<file path="config.mk">
export PLATFORM = sky130hd
export DESIGN_NAME = extend_pipe
export DESIGN_NICKNAME = d
export VERILOG_FILES = /design/src/rtl/extend_pipe.sv
export SDC_FILE = /design/constraint.sdc
export NUM_CORES = 1
export LEC_CHECK = 0
export ABC_AREA = 0
export BUFFER_PORTS_ARGS = -buffer_cell sky130_fd_sc_hd__buf_2
export CORE_AREA = 2 2 113 126
export CTS_CLUSTER_DIAMETER = 50
export DETAILED_ROUTE_END_ITERATION = 8
export DIE_AREA = 0 0 115 128
export PLACE_DENSITY = 0.64
export SKIP_CTS_REPAIR_TIMING = 1
export SYNTH_ARGS = -nofsm -noshare
export SYNTH_HDL_FRONTEND = slang
export SYNTH_SLANG_ARGS = --single-unit
export TNS_END_PERCENT = 10
</file>
<file path="constraint.sdc">
create_clock -name clk -period 2.3 [get_ports clk]
set_input_delay 0.46 -clock clk [delete_from_list [all_inputs] [get_ports clk]]
set_output_delay 0.46 -clock clk [all_outputs]
set_load 0.005 [all_outputs]
</file>
<file path="src/rtl/extend_pipe.sv">
// extend_pipe: registered immediate generator for the decode stage.
//
// Decodes the immediate selected by in_immsrc from a 32-bit instruction word,
// extends it to XLEN bits and presents it, together with a sideband tag, one
// cycle after acceptance through a valid/ready handshake. A skid register
// absorbs one extra word so that in_ready depends only on local state.
//
// Parameters:
//   XLEN  - datapath width (32 or 64)
//   TAG_W - sideband tag width (>= 1)
//
// Ports:
//   clk, rst_n             - clock, asynchronous active-low reset
//   flush                  - synchronous kill of all held entries
//   in_valid / in_ready    - input handshake
//   in_instr, in_immsrc    - instruction word and immediate format select
//   in_tag                 - sideband tag, passed through unchanged
//   out_valid / out_ready  - output handshake
//   out_immext, out_tag    - extended immediate and its tag
//   out_illegal            - unsupported format or out-of-range shamt
//
// Build option:
//   EXTEND_ZICSR_EN - when defined, immsrc 3'b101 yields the zero-extended
//                     CSR uimm; otherwise 3'b101 is decoded as illegal.

module extend_pipe #(
  parameter int XLEN  = 32,
  parameter int TAG_W = 32
) (
  input  logic             clk,
  input  logic             rst_n,
  input  logic             flush,
  input  logic             in_valid,
  output logic             in_ready,
  input  logic [31:0]      in_instr,
  input  logic [2:0]       in_immsrc,
  input  logic [TAG_W-1:0] in_tag,
  output logic             out_valid,
  input  logic             out_ready,
  output logic [XLEN-1:0]  out_immext,
  output logic [TAG_W-1:0] out_tag,
  output logic             out_illegal
);

  typedef enum logic [2:0] {
    IMM_I   = 3'b000,
    IMM_S   = 3'b001,
    IMM_B   = 3'b010,
    IMM_J   = 3'b011,
    IMM_U   = 3'b100,
    IMM_Z   = 3'b101,
    IMM_SH  = 3'b110,
    IMM_BAD = 3'b111
  } immsrc_e;

  // Opcode bits carry no immediate information.
  logic unused_opcode;
  assign unused_opcode = ^in_instr[6:0];

  // ---------------------------------------------------------------------------
  // Decode: every format is first built as a signed 32-bit value, then
  // sign-extended to XLEN. Zero-extended formats keep bit 31 clear, so the
  // same extension step leaves them zero-extended.
  // ---------------------------------------------------------------------------
  logic signed [31:0] imm32;
  logic               dec_illegal;
  logic [XLEN-1:0]    dec_immext;

  always_comb begin
    imm32       = '0;
    dec_illegal = 1'b0;
    case (immsrc_e'(in_immsrc))
      IMM_I:  imm32 = {{20{in_instr[31]}}, in_instr[31:20]};
      IMM_S:  imm32 = {{20{in_instr[31]}}, in_instr[31:25], in_instr[11:7]};
      IMM_B:  imm32 = {{19{in_instr[31]}}, in_instr[31], in_instr[7],
                       in_instr[30:25], in_instr[11:8], 1'b0};
      IMM_J:  imm32 = {{11{in_instr[31]}}, in_instr[31], in_instr[19:12],
                       in_instr[20], in_instr[30:21], 1'b0};
      IMM_U:  imm32 = {in_instr[31:12], 12'b0};
`ifdef EXTEND_ZICSR_EN
      IMM_Z:  imm32 = {27'b0, in_instr[19:15]};
`endif
      IMM_SH: begin
        if (XLEN == 64) begin
          imm32 = {26'b0, in_instr[25:20]};
        end else begin
          imm32       = {27'b0, in_instr[24:20]};
          dec_illegal = in_instr[25];
        end
      end
      default: dec_illegal = 1'b1;
    endcase
    dec_immext = XLEN'(imm32);
  end

  // ---------------------------------------------------------------------------
  // OUT + SKID storage
  // ---------------------------------------------------------------------------
  logic             skid_valid;
  logic [XLEN-1:0]  skid_immext;
  logic [TAG_W-1:0] skid_tag;
  logic             skid_illegal;

  logic accept;
  logic out_free;

  // in_ready comes straight from the skid flop: no path from out_ready.
  assign in_ready = ~skid_valid;
  assign accept   = in_valid & in_ready;
  assign out_free = ~out_valid | out_ready;

  always_ff @(posedge clk or negedge rst_n) begin
    if (!rst_n) begin
      out_valid    <= 1'b0;
      out_immext   <= '0;
      out_tag      <= '0;
      out_illegal  <= 1'b0;
      skid_valid   <= 1'b0;
      skid_immext  <= '0;
      skid_tag     <= '0;
      skid_illegal <= 1'b0;
    end else if (flush) begin
      out_valid  <= 1'b0;
      skid_valid <= 1'b0;
    end else if (out_free) begin
      // With SKID full in_ready is low, so no new word competes for OUT.
      if (skid_valid) begin
        out_valid   <= 1'b1;
        out_immext  <= skid_immext;
        out_tag     <= skid_tag;
        out_illegal <= skid_illegal;
        skid_valid  <= 1'b0;
      end else begin
        out_valid <= accept;
        if (accept) begin
          out_immext  <= dec_immext;
          out_tag     <= in_tag;
          out_illegal <= dec_illegal;
        end
      end
    end else if (accept) begin
      skid_valid   <= 1'b1;
      skid_immext  <= dec_immext;
      skid_tag     <= in_tag;
      skid_illegal <= dec_illegal;
    end
  end

endmodule

</file>
==> results of run 1 <==
[critical path: cells and delay by family, from the launching register on]
| family | cells | cell delay (ns) |
|---|---|---|
| DFF | 1 | 0.55 |
| buffers and inverters | 2 | 0.52 |
[cells in the mapped netlist]
library cell / instances / area share [%]
mux2_2: 39 / 7.4
dfrtp_1: 132 / 55
nor3_2: 1 / 0.17
a311oi_1: 4 / 0.59
or3_1: 1 / 0.11
a31oi_1: 13 / 1.4
o211ai_1: 9 / 1.1
nand2_1: 101 / 6.4
o22ai_1: 4 / 0.42
nand2_2: 1 / 0.11
o21a_1: 8 / 1.0
and2b_4: 1 / 0.17
inv_2: 1 / 0.063
buf_1: 3 / 0.19
o21ai_1: 1 / 0.084
buf_2: 31 / 2.6
nand2b_1: 2 / 0.21
buf_6: 1 / 0.19
nor2_2: 1 / 0.11
o31ai_1: 1 / 0.13
mux2i_1: 43 / 7.2
nand3_1: 11 / 0.92
a21oi_1: 35 / 2.9
a211oi_2: 1 / 0.21
clkinv_1: 1 / 0.063
a211oi_1: 1 / 0.13
nor2_1: 7 / 0.44
clkbuf_1: 10 / 0.63
nor3_1: 3 / 0.25
nor3b_2: 1 / 0.21
nor3_4: 1 / 0.27
nor2b_1: 3 / 0.32
or2_2: 2 / 0.21
o21ai_0: 99 / 8.3
[path summary, 6_finish.rpt]
kind                            start               to  slack, ns  depth (start not counted)
min reg2reg                out_tag[0]       out_tag[0]       0.47                          2
min in group asynchronous       rst_n   out_immext[30]       0.50                          2
max                        skid_valid         in_ready       0.35                          2
max reg2reg                skid_valid      out_illegal       0.45                          5
min                        in_tag[17]     skid_tag[17]       0.29                          2
max in group asynchronous       rst_n  skid_immext[31]       1.18                          3
[metal layers]
layer,GRT usage [%],part of all wire [%],vias up
met5,0,0,-
met4,9.43,2.4,0
met3,7.71,7.7,27
met2,31.8,48,139
met1,24.5,42,2283
li1,-,-,2263
[cells by family after synthesis]
| kind of cell | count (synthesis) |
|---|---|
| AO/OA/AOI/OAI | 176 |
| AND/OR/NAND/NOR | 136 |
| multiplexers | 82 |
| flip-flops | 132 |
| buffers and inverters | 47 |
[metrics by stage]
stage / cell area [um^2] / hold slack (ns) / total power [mW]
after detailed placement: 6790 / 0.374 / 4.02
after floorplan: 5950 / 0.164 / 3.53
after CTS: 7410 / -0.0735 / 6.91
final: 7420 / 0.286 / 6.84
after global placement: 6790 / 0.363 / 3.94
after global routing: 7420 / 0.278 / 7.18
[where the power goes]
| group | internal, mW | total [mW] | leakage, nW | switching (mW) |
|---|---|---|---|---|
| logic | 0.480 | 0.977 | 1.47 | 0.496 |
| clock network | 1.89 | 2.88 | 0.303 | 0.984 |
| registers | 2.76 | 2.99 | 1.67 | 0.225 |
| total | 5.14 | 6.84 | 3.44 | 1.71 |
[layout by cell type, fill, tap and decap left out, types with 2 or more instances in the layout]
master | netlist | layout
nand2_1 | 101 | 101
nor3_1 | 3 | 3
nor2b_1 | 3 | 3
a311oi_1 | 4 | 4
buf_12 | 0 | 3
clkinvlp_4 | 0 | 2
buf_2 | 31 | 130
bufinv_16 | 0 | 4
mux2_2 | 39 | 39
buf_4 | 0 | 14
o211ai_1 | 9 | 9
a31oi_1 | 13 | 13
o21ai_0 | 99 | 99
o22ai_1 | 4 | 4
clkbuf_1 | 10 | 3
clkbuf_8 | 0 | 3
clkbuf_16 | 0 | 17
nor2_1 | 7 | 7
clkinv_2 | 0 | 3
mux2i_1 | 43 | 43
or2_2 | 2 | 2
o21a_1 | 8 | 8
dfrtp_1 | 132 | 131
nand2b_1 | 2 | 2
nand3_1 | 11 | 10
a21oi_1 | 35 | 35
[state kept, by name, indices dropped and copies added (netlist names)]
name and flops:
out_illegal 1, out_immext 32, out_tag 32, out_valid 1, skid_illegal 1, skid_immext 32
skid_tag 32, skid_valid 1
[layout make-up]
cell class | instances | share of cell area (%)
Clock buffer | 23 | 6.44
Multi-Input combinational cell | 394 | 32.9
Sequential cell | 132 | 44.5
Clock inverter | 9 | 2.02
Tap cell | 164 | 2.76
Timing Repair Buffer | 149 | 11.3
Inverter | 2 | 0.101
==> summary.txt, run 1 <==
Simple-gate area share of the yosys netlist: 9.86%
Mux contribution to synthesized area: 14.6%
Worst min-delay path category: input pin to register
GRT Resource Usage Total: 20.2%
Hpwl dp: 9640 um
Detailed Routing Iterations Pass 1: 4
Starting DRT DRC Count: 204
Period utilization: 84.8%
Die W: 115 um
Remaining DRCs: 0
Critical Path Sink Type: primary output
Power Dens Cells: 922 mW/mm^2
Max Root-Sink Buffers: 2
Ratio of cells with drive above 1 in the final layout: 32.3%
Fin. Hold Viols: 0
Largest family of logic cells by synthesized area: compound AO/OA/AOI/OAI gates
Seq/Total Area, Yosys: 55.5%
Worst Path Max Fanout: 12
Yosys warning total: 0
Initial core utilization: 44.1%
Worst-path clk slew: 0.06 ns
Max-Cap Viols: 0
Worst Path Arrival: 1.49 ns
Fin nets: 768
CTS H-tree lvls: 4
Area Overhead vs Synth: 24.7%
Adder-cell area share of the yosys netlist: 0%
CP Launch Type: register
N_diodes: 0
Clock skew: 0.00487 ns
Critical-path cell list: clkinv_1, buf_2
Setup ws final: 0.350 ns
RD Place Congestion: 0.787
Final-layout fill cell count: 1196
Synth Register Bits: 132
Post-Syn Nets: 645
Syn Inst Count: 573
Slew @ Worst Pin: 0.559 ns
Synthesized area: 0.00595 mm^2
Fin cells: 873
DR vias: 4712
CP max stage cell: dfrtp_2
Crit Path Category: register to primary output
Die ar.: 0.0147 mm^2
Synth Area in XOR/XNOR: 0%
RSZ-0062 raised after global routing: false
Core Box Area: 0.0135 mm^2
Final setup vio count: 0
Final min period: 1.95 ns
Avg WL per Cell: 16.2 um
Top-Level Pins: 139
Vias/cell: 5.40
PortBufs: 131
TritonCTS clock tree: built
Worst Setup Slack post-DPL: 0.341 ns
Pins Over Slew Limit: 0
Status: completed
Syn Area/Cell: 10.4 um^2
Peak VDD IR: 0.488 mV
Slew HR: 62.6%
P_leak: 3.44 nW
Initial antenna violation count: 0
Post-layout util: 54.9%
Remaining Overflow, GRT: 0
Routed Antenna Nets: 0
Worst Path Required: 1.84 ns
CTS root buf: clkbuf_16
Post-synthesis compound-gate area fraction: 16.3%
Netlist cell types: 34
Chip height: 128 um
Multi-input logic area: 0.00244 mm^2
FP Rows: 45
Routed Wire Length: 14200 um
CTS sink cnt: 132
Num CTS Buffers: 17
CP max stage delay: 0.55 ns
Max Freq: 513 MHz
Storage element area: 0.00330 mm^2
Vias in the first global route: 4801
Largest net degree at the start of global routing: 60
First-pass GRT wire length: 23200 um
Worst-Skew Late Latency: 0.42 ns
Setup_tns: 0 ns
Dpl cells: 840
Note: power is estimated with default switching activity, not from simulation.
==> run 2, diff against run 1 <==
- ABC_AREA: 0 -> 1
- clock period: 2.3 -> 1.8 ns (I/O delays scaled with it)
==> run 2 against run 1 <==
  * Synthesized cell count grew 26%
  * Die area is the same
  * Routed wire length grew 1.1%
  * Design area shrank 1.3%
  * Sequential share of layout area grew 0.55 points
  * Synthesized area is essentially flat
  * Worst setup slack lost 0.22 ns
  * First-iteration DRC count grew 73%
  * Critical path depth grew 1
  * Critical endpoint unchanged
==> summary.txt, run 2 <==
Remaining Overflow, GRT: 0 (unchanged)
Chip height: 128 um (unchanged)
Final setup vio count: 0 (unchanged)
Max Root-Sink Buffers: 2 (unchanged)
Hold Slack: 0.196 ns (-0.0897 ns)
Area Overhead vs Synth: 23.2%
PortBufs: 131 (unchanged)
Clock skew: 0.00853 ns (+0.00365 ns)
Worst Path Required: 1.44 ns (-0.40 ns)
Power share of the clock group: 38.5% (-3.6 points)
Routed Antenna Nets: 0 (unchanged)
Max-Cap Viols: 0 (unchanged)
Synth area leaders: dfrtp_1, nand2_1, o21ai_0
Cell area after layout: 0.00733 mm^2 (-1.3%)
Synth top cells by count: nand2_1, dfrtp_1, o21ai_0
Syn Area/Cell: 8.22 um^2 (-21%)
Fin. Hold Viols: 0 (unchanged)
Top-Level Pins: 139 (unchanged)
Crit Path Category: register to primary output
CP Launch Type: register
Setup_tns: 0 ns (unchanged)
Most frequent cells in the layout: nand2_1, dfrtp_1, buf_2
Vias/cell: 5.08 (-5.8%)
Largest net degree at the start of global routing: 64 (+6.7%)
Critical Path Source: skid_valid
Avg WL per Cell: 14.0 um (-14%)
Power Dens Cells: 1140 mW/mm^2 (+24%)
Worst min-delay path category: input pin to register
Status: completed
Max Freq: 597 MHz
Vias in the first global route: 5016 (+4.5%)
DR vias: 5195 (+10%)
CTS H-tree lvls: 4 (unchanged)
EDFF count, synth: 0 (unchanged)
Initial antenna violation count: 0 (unchanged)
Logic pwr share: 15.4% (+1.1 points)
Slew @ Worst Pin: 0.502 ns (-0.0574 ns)
TritonCTS clock tree: built
FP Rows: 45 (unchanged)
First-pass GRT wire length: 23500 um (+1.0%)
Commonest non-fill, non-tap cell in the layout: nand2_1
Placed instance area: 0.00675 mm^2 (-0.59%)
Synthesized area: 0.00595 mm^2 (about the same)
Peak VDD IR: 0.539 mV (+10%)
Hold Path Origin: in_instr[28]
Num CTS Buffers: 17 (unchanged)
Critical Path Sink Type: primary output
Worst-Skew Late Latency: 0.42 ns (about the same)
Reg2Reg Depth: 6 (+1)
Switching Fraction: 26.3% (+1.3 points)
Power Internal: 6.18 mW (+20%)
P_leak: 4.02 nW (+17%)
Post-Syn Nets: 796 (+23%)
Seq pwr share: 46.1% (+2.4 points)
CP max stage cell: dfrtp_1
Seq/Total Area, Yosys: 55.5% (about the same)
Starting DRT DRC Count: 352 (+73%)
Fin nets: 919 (+20%)
Remaining DRCs: 0 (unchanged)
Core Box Area: 0.0135 mm^2 (unchanged)
Worst Path Max Fanout: 32 (+20)
CP top delay family: flip-flops
CP max stage delay: 0.44 ns (-0.11 ns)
Final min period: 1.67 ns
Psw: 2.20 mW (+29%)
Synth area leader: dfrtp_1
Synth Register Bits: 132 (unchanged)
N_diodes: 0 (unchanged)
RSZ-0062 raised after global routing: false
Asr flop ratio synth: 100% (unchanged)
Slew HR: 66.5% (+4.0 points)
Synth Flop Type: dfrtp_1
RD Place Congestion: 0.811 (+3.1%)
FF-to-FF setup slack: 0.26 ns (-0.19 ns)
Yosys warning total: 0 (unchanged)
Worst-path clk slew: 0.06 ns (about the same)
CTS root buf: clkbuf_16
RR Endpoint: out_immext[24]
RR Startpoint: skid_valid
Worst Path Arrival: 1.31 ns (-0.18 ns)
Routed Wire Length: 14300 um (+1.1%)
Ratio of cells with drive above 1 in the final layout: 22.7% (-9.6 points)
Top cell type's share of synthesized area: 55.5% (about the same)
Total power: 8.39 mW (+23%)
Initial core utilization: 44.0% (about the same)
Most frequent cell after synthesis: nand2_1
Pins Over Slew Limit: 0 (unchanged)
Period utilization: 93.0%
Die W: 115 um (unchanged)
WP buf/inv: 3 (+1)
WHS Endpoint: skid_immext[8]
Critical-path cell list: inv_6, buf_16, buf_2
Syn Inst Count: 724 (+26%)
Post-layout util: 54.3% (-0.69 points)
Netlist cell types: 26 (-24%)
CTS sink cnt: 132 (unchanged)
GRT Resource Usage Total: 20.2% (about the same)
Die ar.: 0.0147 mm^2 (unchanged)
Hold path depth: 3 (+1)
Hpwl dp: 9480 um (-1.6%)
Detailed Routing Iterations Pass 1: 5 (+1)
-- run 2: changes by cell type in the layout (fill, tap and decap cells not counted), moves of 23 or more --
cell / delta
a21oi_1: -26
inv_1: +47
mux2_2: -39
mux2i_1: -43
nand2_1: +144
nor2_1: +30
o21ai_1: +23
-- run 2: worst max-delay path by stage --
stage	to	slack, ns	depth (start not counted)
after global placement	skid_immext[19]	0.30	7
final	in_ready	0.13	3
after global routing	out_immext[22]	0.05	6
after detailed placement	skid_immext[21]	0.26	7
after CTS	in_ready	0.04	3
after floorplan	skid_immext[0]	0.48	9
-- run 2: stage by stage --
stage	cells	setup WS [ns]
floorplan	724	0.481
global placement	990	0.301
detailed placement	990	0.263
CTS	1020	0.0390
global route	1022	0.0532
finish	1022	0.126
-- run 2: power by group through the flow --
| stage | logic (mW) | clock network [mW] | registers (mW) |
|---|---|---|---|
| 2_1_floorplan | 0.723 | 0 | 3.87 |
| 3_3_place_gp | 1.26 | 0 | 3.87 |
| 3_5_place_dp | 1.30 | 0 | 3.90 |
| 4_1_cts | 1.31 | 3.30 | 3.86 |
| 5_1_grt | 1.51 | 3.43 | 3.94 |
| 6_report | 1.29 | 3.23 | 3.87 |
-- run 2: layer usage --
layer / vias up / global-route usage (%) / part of all wire [%]
li1: 2572 / - / -
met1: 2417 / 25.9 / 45
met2: 181 / 32.4 / 47
met3: 25 / 5.44 / 6.6
met4: 0 / 8.22 / 2.1
met5: - / 0 / 0
-- run 2: cell type report --
cell class | instances | area [um^2]
clock buffers | 24 | 462
flip-flops and latches | 132 | 3300
inverters | 53 | 204
clock inverters | 6 | 80.1
repair buffers | 149 | 887
multi-input cells | 494 | 2190
fillers | 1280 | 6180
well taps | 164 | 205
-- run 2: kinds of logic after synthesis --
logic type             share of synthesized area (%)
and+or+nand+nor                                 22.2
DFF                                             55.5
AOI/OAI and AO/OA                               14.6
buffers and inverters                           7.68
-- run 2: worst min-delay path, delay by kind of cell --
kind,cells,cell delay [ns]
and+or+nand+nor,2,0.12
buffers and inverters,1,0.09
==> run 3, diff against run 2 <==
- CORE_AREA: 2 2 113 126 -> 2 2 104 116
- DIE_AREA: 0 0 115 128 -> 0 0 106 118
- PLACE_DENSITY: 0.64 -> 0.75
==> run 3 against run 2 <==
  * Non-clock buffer count fell by 2
  * Clock skew fell by 0.0018 ns
  * Count of clock-buffer cells in the layout fell by 7
  * Global-route usage rose by 3.7 points
  * Largest power group is now the clock network
  * Power rose by 8.5%
  * Critical path depth rose by 3
==> summary.txt, run 3 (synthesis gave the netlist of run 2 again) <==
CTS root buf: clkbuf_16
CP max stage delay: 0.44 ns (about the same)
Max Root-Sink Buffers: 2 (unchanged)
Vias in the first global route: 5214 (+3.9%)
Hold Path Origin: in_instr[29]
Routed Wire Length: 14000 um (-2.4%)
Pins Over Slew Limit: 0 (unchanged)
Fin cells: 1008 (-1.4%)
FP Rows: 41 (-8.9%)
Setup_tns: 0 ns (unchanged)
Fin. Hold Viols: 0 (unchanged)
Power Dens Cells: 1230 mW/mm^2 (+7.4%)
Total power: 9.10 mW (+8.5%)
Final min period: 1.57 ns (-0.0994 ns)
CP dominant cell by count: o21ai_0
Worst-path clk slew: 0.06 ns (about the same)
Final setup vio count: 0 (unchanged)
CTS sink cnt: 132 (unchanged)
Met3 usage: 6.87% (+1.4 points)
Peak VDD IR: 0.479 mV (-11%)
Slew HR: 66.0% (-0.58 points)
Fin nets: 917 (-0.22%)
Die ar.: 0.0125 mm^2 (-15%)
Avg WL per Cell: 13.9 um (-1.1%)
Placed instance area: 0.00672 mm^2 (-0.37%)
TritonCTS clock tree: built
Remaining DRCs: 0 (unchanged)
Die W: 106 um (-7.8%)
Starting DRT DRC Count: 357 (+1.4%)
Period utilization: 87.5% (-5.5 points)
GRT Resource Usage Total: 23.9% (+3.7 points)
Hold Slack: 0.196 ns (+0.0000220 ns)
Hold path depth: 3 (unchanged)
N_diodes: 0 (unchanged)
Critical-path cell list: nor2_1, nor2_2, nand2_4, inv_2, o21ai_0, o21ai_0
Final-layout fill cell count: 968 (-24%)
Detailed Routing Iterations Pass 1: 4 (-1)
PortBufs: 131 (unchanged)
Max Freq: 635 MHz (+6.3%)
RSZ-0062 raised after global routing: false
Most frequent cells in the layout: nand2_1, dfrtp_1, buf_2
Worst Path Arrival: 1.90 ns (+0.59 ns)
Worst min-delay path category: input pin to register
Clock skew: 0.00676 ns (-0.00177 ns)
Largest net degree at the start of global routing: 64 (unchanged)
Area Overhead vs Synth: 24.5%
Max-Cap Viols: 0 (unchanged)
DR vias: 5217 (+0.42%)
RD Place Congestion: 0.843 (+3.9%)
Worst Path Max Fanout: 19 (-41%)
Remaining Overflow, GRT: 0 (unchanged)
Cell area after layout: 0.00741 mm^2 (+1.1%)
CP Launch Type: register
Worst Path Required: 2.12 ns (+0.68 ns)
Routing usage on met2: 38.9% (+6.5 points)
Initial core utilization: 52.5% (+8.4 points)
Slew @ Worst Pin: 0.511 ns (+0.00876 ns)
Most Crowded Layer GR: met2
Commonest non-fill, non-tap cell in the layout: nand2_1
CTS H-tree lvls: 4 (unchanged)
Num CTS Buffers: 17 (unchanged)
Chip height: 118 um (-7.8%)
Ratio of cells with drive above 1 in the final layout: 23.4% (+0.70 points)
Worst-Skew Late Latency: 0.41 ns (about the same)
Top-Level Pins: 139 (unchanged)
Routed Antenna Nets: 0 (unchanged)
Met1 Track Usage GR: 30.6% (+4.7 points)
RR Endpoint: out_illegal
First-pass GRT wire length: 24000 um (+2.3%)
Post-layout util: 65.4% (+11 points)
RR Startpoint: skid_valid
Initial antenna violation count: 0 (unchanged)
Hpwl dp: 9320 um (-1.7%)
Vias/cell: 5.18 (+1.8%)
Critical Path Sink Type: register
CP max stage cell: dfrtp_1
Reg2Reg Depth: 6 (unchanged)
Core Box Area: 0.0113 mm^2 (-16%)
FF-to-FF setup slack: 0.23 ns (-0.03 ns)
Setup ws final: 0.226 ns (+0.0994 ns)
Dpl cells: 975 (-1.5%)
Crit Path Category: register to register
WHS Endpoint: skid_immext[9]
Worst Setup Slack post-DPL: 0.215 ns (-0.0478 ns)
P_leak: 4.05 nW (+0.88%)
Status: completed
run 3: worst max path at each step:
stage	startpoint	end	slack [ns]	cells past startpoint
global placement	in_immsrc[2]	out_immext[17]	0.28	9
CTS	skid_valid	out_illegal	0.21	6
global route	skid_valid	out_immext[20]	0.12	6
floorplan	skid_valid	skid_immext[0]	0.48	9
detailed placement	skid_valid	out_illegal	0.21	6
finish	skid_valid	out_illegal	0.23	6
run 3: report_power, final:
group          internal (mW)  switching, mW  leakage, nW
Sequential              3.56          0.309         1.67
Combinational          0.567          0.730         2.06
Clock                   2.61           1.32        0.324
Total                   6.74           2.36         4.05
run 3: cell type report:
| type | instances | area, um^2 | area share [%] |
|---|---|---|---|
| Sequential cell | 132 | 3300 | 44.6 |
| Clock buffer | 17 | 425 | 5.74 |
| Multi-Input combinational cell | 494 | 2190 | 29.6 |
| Clock inverter | 15 | 253 | 3.41 |
| Timing Repair Buffer | 147 | 847 | 11.4 |
| Tap cell | 150 | 188 | 2.53 |
| Inverter | 53 | 204 | 2.75 |
run 3: routing by layer:
metal,vias to the layer above,part of all wire (%)
met3,21,5.8
met5,-,0
met2,160,50
met4,0,1.2
li1,2572,-
met1,2464,43
run 3: critical path, delay by kind of cell (launching register included):
kind                   cells  cell delay (ns)
DFF                        1             0.44
and+or+nand+nor            3             0.42
AOI/OAI and AO/OA          2             0.32
buffers and inverters      1             0.29
